<file path="src/rtl/hybridcache_pkg.sv">
// hybridcache_pkg -- shared definitions for the hybrid cache blocks.
//   * default geometry constants used as parameter defaults
//   * linefill FSM state encoding
package hybridcache_pkg;

   localparam int DEF_DATABITS    = 32;  // cache word / memory beat width
   localparam int DEF_ADDRBITS    = 5;   // data store word-address width
   localparam int DEF_LINEBITS    = 2;   // log2(words per line)
   localparam int DEF_MEMADDRBITS = 32;  // memory word-address width

   typedef enum logic [1:0] {
      LF_IDLE = 2'd0,
      LF_REQ  = 2'd1,
      LF_FILL = 2'd2,
      LF_DONE = 2'd3
   } lf_state_t;

endpackage

</file>
<file path="src/rtl/hybrid_linefill.sv">
// hybrid_linefill -- fetches one cache line from memory as a burst and
// writes it into the mydpram data store that sits beside it.
//
// Ports
//   clk, reset          sole clock, synchronous active-high reset
//   fill_req            start a fill (sampled only while idle)
//   fill_slot           destination line index in the data store
//   fill_memaddr        word address of the missing word
//   fill_busy           high whenever a fill is in progress (not idle)
//   fill_done           one-cycle pulse after the last word is written
//   mem_rdreq/rdaddr    burst read request, held until mem_rdack
//   mem_rdack           request accepted when high together with mem_rdreq
//   mem_rdvalid/rddata  one returned beat per cycle where valid is high
//   ram_wraddr/we/in    write port of the data store
//
// Build option
//   CRITICAL_WORD_FIRST_EN  when defined, the burst starts at the missing
//                           word and the line offset wraps through the line;
//                           otherwise the burst starts at the line base.
module hybrid_linefill
   import hybridcache_pkg::*;
#(
   parameter int DATABITS    = DEF_DATABITS,
   parameter int ADDRBITS    = DEF_ADDRBITS,
   parameter int LINEBITS    = DEF_LINEBITS,
   parameter int MEMADDRBITS = DEF_MEMADDRBITS
)(
   input  logic                     clk,
   input  logic                     reset,
   input  logic                     fill_req,
   input  logic [ADDRBITS-LINEBITS-1:0] fill_slot,
   input  logic [MEMADDRBITS-1:0]   fill_memaddr,
   output logic                     fill_busy,
   output logic                     fill_done,
   output logic                     mem_rdreq,
   output logic [MEMADDRBITS-1:0]   mem_rdaddr,
   input  logic                     mem_rdack,
   input  logic                     mem_rdvalid,
   input  logic [DATABITS-1:0]      mem_rddata,
   output logic [ADDRBITS-1:0]      ram_wraddr,
   output logic                     ram_we,
   output logic [DATABITS-1:0]      ram_in
);

   localparam int SLOTBITS = ADDRBITS - LINEBITS;

   lf_state_t               state, state_nx;
   logic [SLOTBITS-1:0]     slot_q;
   logic [MEMADDRBITS-1:0]  addr_q;
   logic [MEMADDRBITS-1:0]  addr_in;
   logic [LINEBITS-1:0]     cnt_q;
   logic [LINEBITS-1:0]     off;
   logic                    last_beat;

   // The burst start address is decided at latch time, so the rest of the
   // block is identical in both builds: without critical-word-first the low
   // bits are zero and the offset sequence naturally starts at 0.
`ifdef CRITICAL_WORD_FIRST_EN
   assign addr_in = fill_memaddr;
`else
   assign addr_in = fill_memaddr & {{(MEMADDRBITS-LINEBITS){1'b1}}, {LINEBITS{1'b0}}};
`endif

   assign mem_rdaddr = addr_q;

   // LINEBITS-wide add: the offset wraps inside the line and can never
   // carry into the slot bits.
   assign off        = addr_q[LINEBITS-1:0] + cnt_q;
   assign last_beat  = (cnt_q == {LINEBITS{1'b1}});
   assign ram_wraddr = {slot_q, off};
   assign ram_in     = mem_rddata;

   always_ff @(posedge clk) begin
      if (reset) begin
         state  <= LF_IDLE;
         slot_q <= '0;
         addr_q <= '0;
         cnt_q  <= '0;
      end else begin
         state <= state_nx;
         if (state == LF_IDLE && fill_req) begin
            slot_q <= fill_slot;
            addr_q <= addr_in;
         end
         if (state == LF_REQ && mem_rdack)
            cnt_q <= '0;
         else if (state == LF_FILL && mem_rdvalid)
            cnt_q <= cnt_q + 1'b1;
      end
   end

   always_comb begin
      state_nx  = state;
      fill_busy = 1'b1;
      fill_done = 1'b0;
      mem_rdreq = 1'b0;
      ram_we    = 1'b0;
      case (state)
         LF_IDLE: begin
            fill_busy = 1'b0;
            if (fill_req) state_nx = LF_REQ;
         end
         LF_REQ: begin
            mem_rdreq = 1'b1;
            if (mem_rdack) state_nx = LF_FILL;
         end
         LF_FILL: begin
            // Beats only reach the store here; gaps of any length just wait.
            ram_we = mem_rdvalid;
            if (mem_rdvalid && last_beat) state_nx = LF_DONE;
         end
         LF_DONE: begin
            // fill_req is ignored here, forcing one idle cycle between fills.
            fill_done = 1'b1;
            state_nx  = LF_IDLE;
         end
         default: state_nx = LF_IDLE;
      endcase
   end

endmodule

</file>
<file path="config.mk">
export PLATFORM = sky130hd
export DESIGN_NAME = hybrid_linefill
export DESIGN_NICKNAME = d
export VERILOG_FILES = /design/src/rtl/hybridcache_pkg.sv /design/src/rtl/hybrid_linefill.sv
export SDC_FILE = /design/constraint.sdc
export NUM_CORES = 1
export LEC_CHECK = 0
export CORE_MARGIN = 3
export CORE_UTILIZATION = 30
export CTS_CLUSTER_SIZE = 20
export DETAILED_ROUTE_END_ITERATION = 7
export PLACE_DENSITY = 0.76
export SLEW_MARGIN = 0
export SYNTH_ARGS = -nofsm -noshare
export SYNTH_HDL_FRONTEND = slang
export SYNTH_SLANG_ARGS = --single-unit
</file>
<file path="constraint.sdc">
create_clock -name clk -period 1.15 [get_ports clk]
set_input_delay 0.23 -clock clk [delete_from_list [all_inputs] [get_ports clk]]
set_output_delay 0.23 -clock clk [all_outputs]
set_load 0.02 [all_outputs]
</file>
==> summary.md <==
| Metric | Value |
|---|---|
| Status | `finished, violations left` |
| Failing checks | `setup timing` |
| CTS tree | `done` |
| Placed Cells | `328` |
| Syn Inst Count | `209` |
| Sequential area share after synthesis | `0.395` |
| Diodes inserted | `0` |
| Clock skew | `0.00518 ns` |
| Total CTS buffers | `5` |
| IO buf count | `76` |
| Clk slew on worst S/H paths | `about 0.08 ns` |
| Core Region | `approximately 0.006 sq mm` |
| Initial DRC Count | `34` |
| Met1 usage | `0.135` |
| Vias in the first global route | `roughly 1500` |
| Fin worst setup slack | `-0.159 ns` |
| Via count | `1501` |
| Avg Cell Area, Syn | `8.98 sq um` |
| Grt met2 use | `0.199` |
| Die Area | `0.00724 sq mm` |
| Post-synthesis cell area | `0.00188 sq mm` |
| Vias per inst | `between 4 and 5` |
| Clock sink count | `37` |
| Kind of critical path | `flop to output port` |
| Setup_tns | `-5.13 ns` |
| H-tree depth | `2` |
| Max_cap viols | `0` |
| GRT Max-Usage Layer | `met2` |
| Final-stage net count | `342` |
| Yosys top cell by area | `dfxtp_1` |
| Top post-synthesis cells by area | `dfxtp_1 39%, a21oi_2 14%, buf_4 14%` |
| DR pass1 iterations | `3` |
| Dpl hpwl | `3.06 mm` |
| Tcrit/Tclk final | `1.14` |
| GRT Total Usage | `0.117` |
| Share of cells above drive strength 1 | `0.538` |
| Critical path data required time | `0.92 ns` |
| IO Pins | `145` |
| Initial Util | `0.313` |
| RSZ-0062 raised after global routing | `yes` |
| Final min period | `1.31 ns` |
| Largest net degree at the start of global routing | `19` |
| Flops & latches, synth | `37` |
| Worst-Skew Late Latency | `0.28 ns` |
| Final number of setup-violating endpoints | `39` |
| Post-Route WL | `approximately 4.6 mm` |
| Fin. max-slew vios | `0` |
| Total power | `roughly 5.7 mW` |
| Post-Layout Cell Count | `341` |
| Worst min path class | `input pin to flop` |
| CP arrival | `approximately 1.1 ns` |
| Area Overhead vs Synth | `44.5%` |
| Initial antenna violation count | `0` |
| Crit-path max FO | `3` |
| Startpoint Class | `flop` |
| Area share of the leading cell type in the synthesized netlist | `0.395` |
| First-pass GRT wire length | `6.88 mm` |
| Routing usage on met3 | `0.0388` |
| Most frequent cells in the layout | `37 x nand2_1, 36 x clkdlybuf4s50_1, 35 x dfxtp_1` |
| Drt drc | `0` |
| F_max | `764 MHz` |
| Total gr overflow | `0` |
| Power Density | `~2100 mW/mm^2` |
| Cts hold-fix bufs | `0` |
| Clk buf depth | `2` |
| Leak | `1.11 nW` |
| Die width | `85.1 microns` |
| Synth warn | `0` |
| Gpl congestion | `between 0.7 and 0.8` |
| Root Buffer | `clkbuf_8` |
| CP endpoint kind | `output port` |
| Final hold violations | `0` |
| Std cell rows | `28` |
| Avg WL per Cell | `between 10 and 15 microns` |
| Unique masters post-synth | `23` |
| Antenna viol nets, final | `0` |
| DIE HEIGHT | `85.1 microns` |
| Commonest non-fill, non-tap cell in the layout | `nand2_1` |
| VDD IR-drop max | `between 1 and 1.5 mV` |
[layer usage]
| layer | share of wire | vias up | wire [microns] |
|---|---|---|---|
| li1 | - | 740 | - |
| met1 | 0.41 | 697 | 1870 |
| met2 | 0.50 | 53 | 2290 |
| met3 | 0.077 | 11 | 349 |
| met4 | 0.010 | 0 | 46 |
| met5 | 0 | - | 0 |
[what timing repair did]
action                                  4_1_cts  5_1_grt
cloned                                        0        4
pin swaps                                     2        4
gates resized for setup                     142       38
endpoints found under the setup margin       74       65
buffers inserted                              1        0
[through the flow]
| step | util | hold slack [ns] | cell area (sq um) | worst slack [ns] |
|---|---|---|---|---|
| 3_5_place_dp | 0.425 | 0.446 | 2550 | -0.566 |
| 3_3_place_gp | 0.425 | 0.443 | 2550 | -0.530 |
| 2_1_floorplan | - | 0.357 | 1920 | -0.0245 |
| 4_1_cts | 0.458 | 0.239 | 2740 | -0.166 |
| 5_1_grt | 0.453 | 0.243 | 2710 | -0.223 |
| 6_report | 0.453 | 0.238 | 2710 | -0.159 |
[sequential cells by signal (all words and copies together) (netlist names)]
name / count
cnt_q: 2
mem_rdaddr: 30
slot_q: 3
state: 2
[layout make-up]
| class | instances | area [sq um] |
|---|---|---|
| clock buffer | 6 | 82.6 |
| multi-input combinational | 124 | 860 |
| inverter | 4 | 17.5 |
| fill | 568 | 3280 |
| timing repair buffer | 93 | 876 |
| sequential | 37 | 746 |
| tap | 75 | 93.8 |
| clock inverter | 2 | 37.5 |
[cells by family (layout without fill, tap and decap cells)]
family / Yosys count / count (layout) / share of synthesized area
flops: 37 / 37 / 0.395
fa+ha+maj: 5 / 5 / 0.0333
xor+xnor: 1 / 1 / 0.00467
compound gates: 39 / 39 / 0.172
other cells: 1 / 2 / 0.00200
mux: 1 / 1 / 0.00533
simple gates: 76 / 76 / 0.186
buf+inv: 49 / 105 / 0.202
[critical path, stage by stage (launching register included)]
cell and delay, ns:
dfxtp_4 0.37, buf_4 0.14, ha_2 0.16, buf_6 0.12
[worst paths after layout]
check,from,to,slack (ns),depth (start not counted)
setup / recovery,state[1]$_SDFFE_PP0P_,fill_done,-0.16,3
setup reg to reg,state[1]$_SDFFE_PP0P_,slot_q[2]$_SDFFE_PP0P_,-0.15,7
hold reg to reg,mem_rdaddr[14]$_SDFFE_PP0P_,mem_rdaddr[14]$_SDFFE_PP0P_,0.47,2
hold / removal,reset,mem_rdaddr[11]$_SDFFE_PP0P_,0.24,2
[synthesized netlist by cell type]
| cell type | count |
|---|---|
| a21bo_2 | 1 |
| a21o_1 | 1 |
| a21oi_1 | 5 |
| a21oi_2 | 30 |
| and2_4 | 1 |
| buf_12 | 3 |
| buf_2 | 6 |
| buf_4 | 34 |
| buf_8 | 1 |
| clkbuf_1 | 1 |
| conb_1 | 1 |
| dfxtp_1 | 37 |
| ha_1 | 5 |
| inv_1 | 4 |
| mux2i_1 | 1 |
| nand2_1 | 49 |
| nand2_2 | 20 |
| nand2b_1 | 3 |
| nand3_1 | 1 |
| nor2_1 | 2 |
| o211a_1 | 1 |
| o21a_1 | 1 |
| xor2_1 | 1 |
[power by group]
group          switching (mW)  total, mW  internal (mW)  leakage, nW
clock network           0.478       1.18          0.705       0.0574
logic                    1.47       2.81           1.34        0.746
registers               0.146       1.69           1.54        0.304
(Power assumes the default switching activity.)
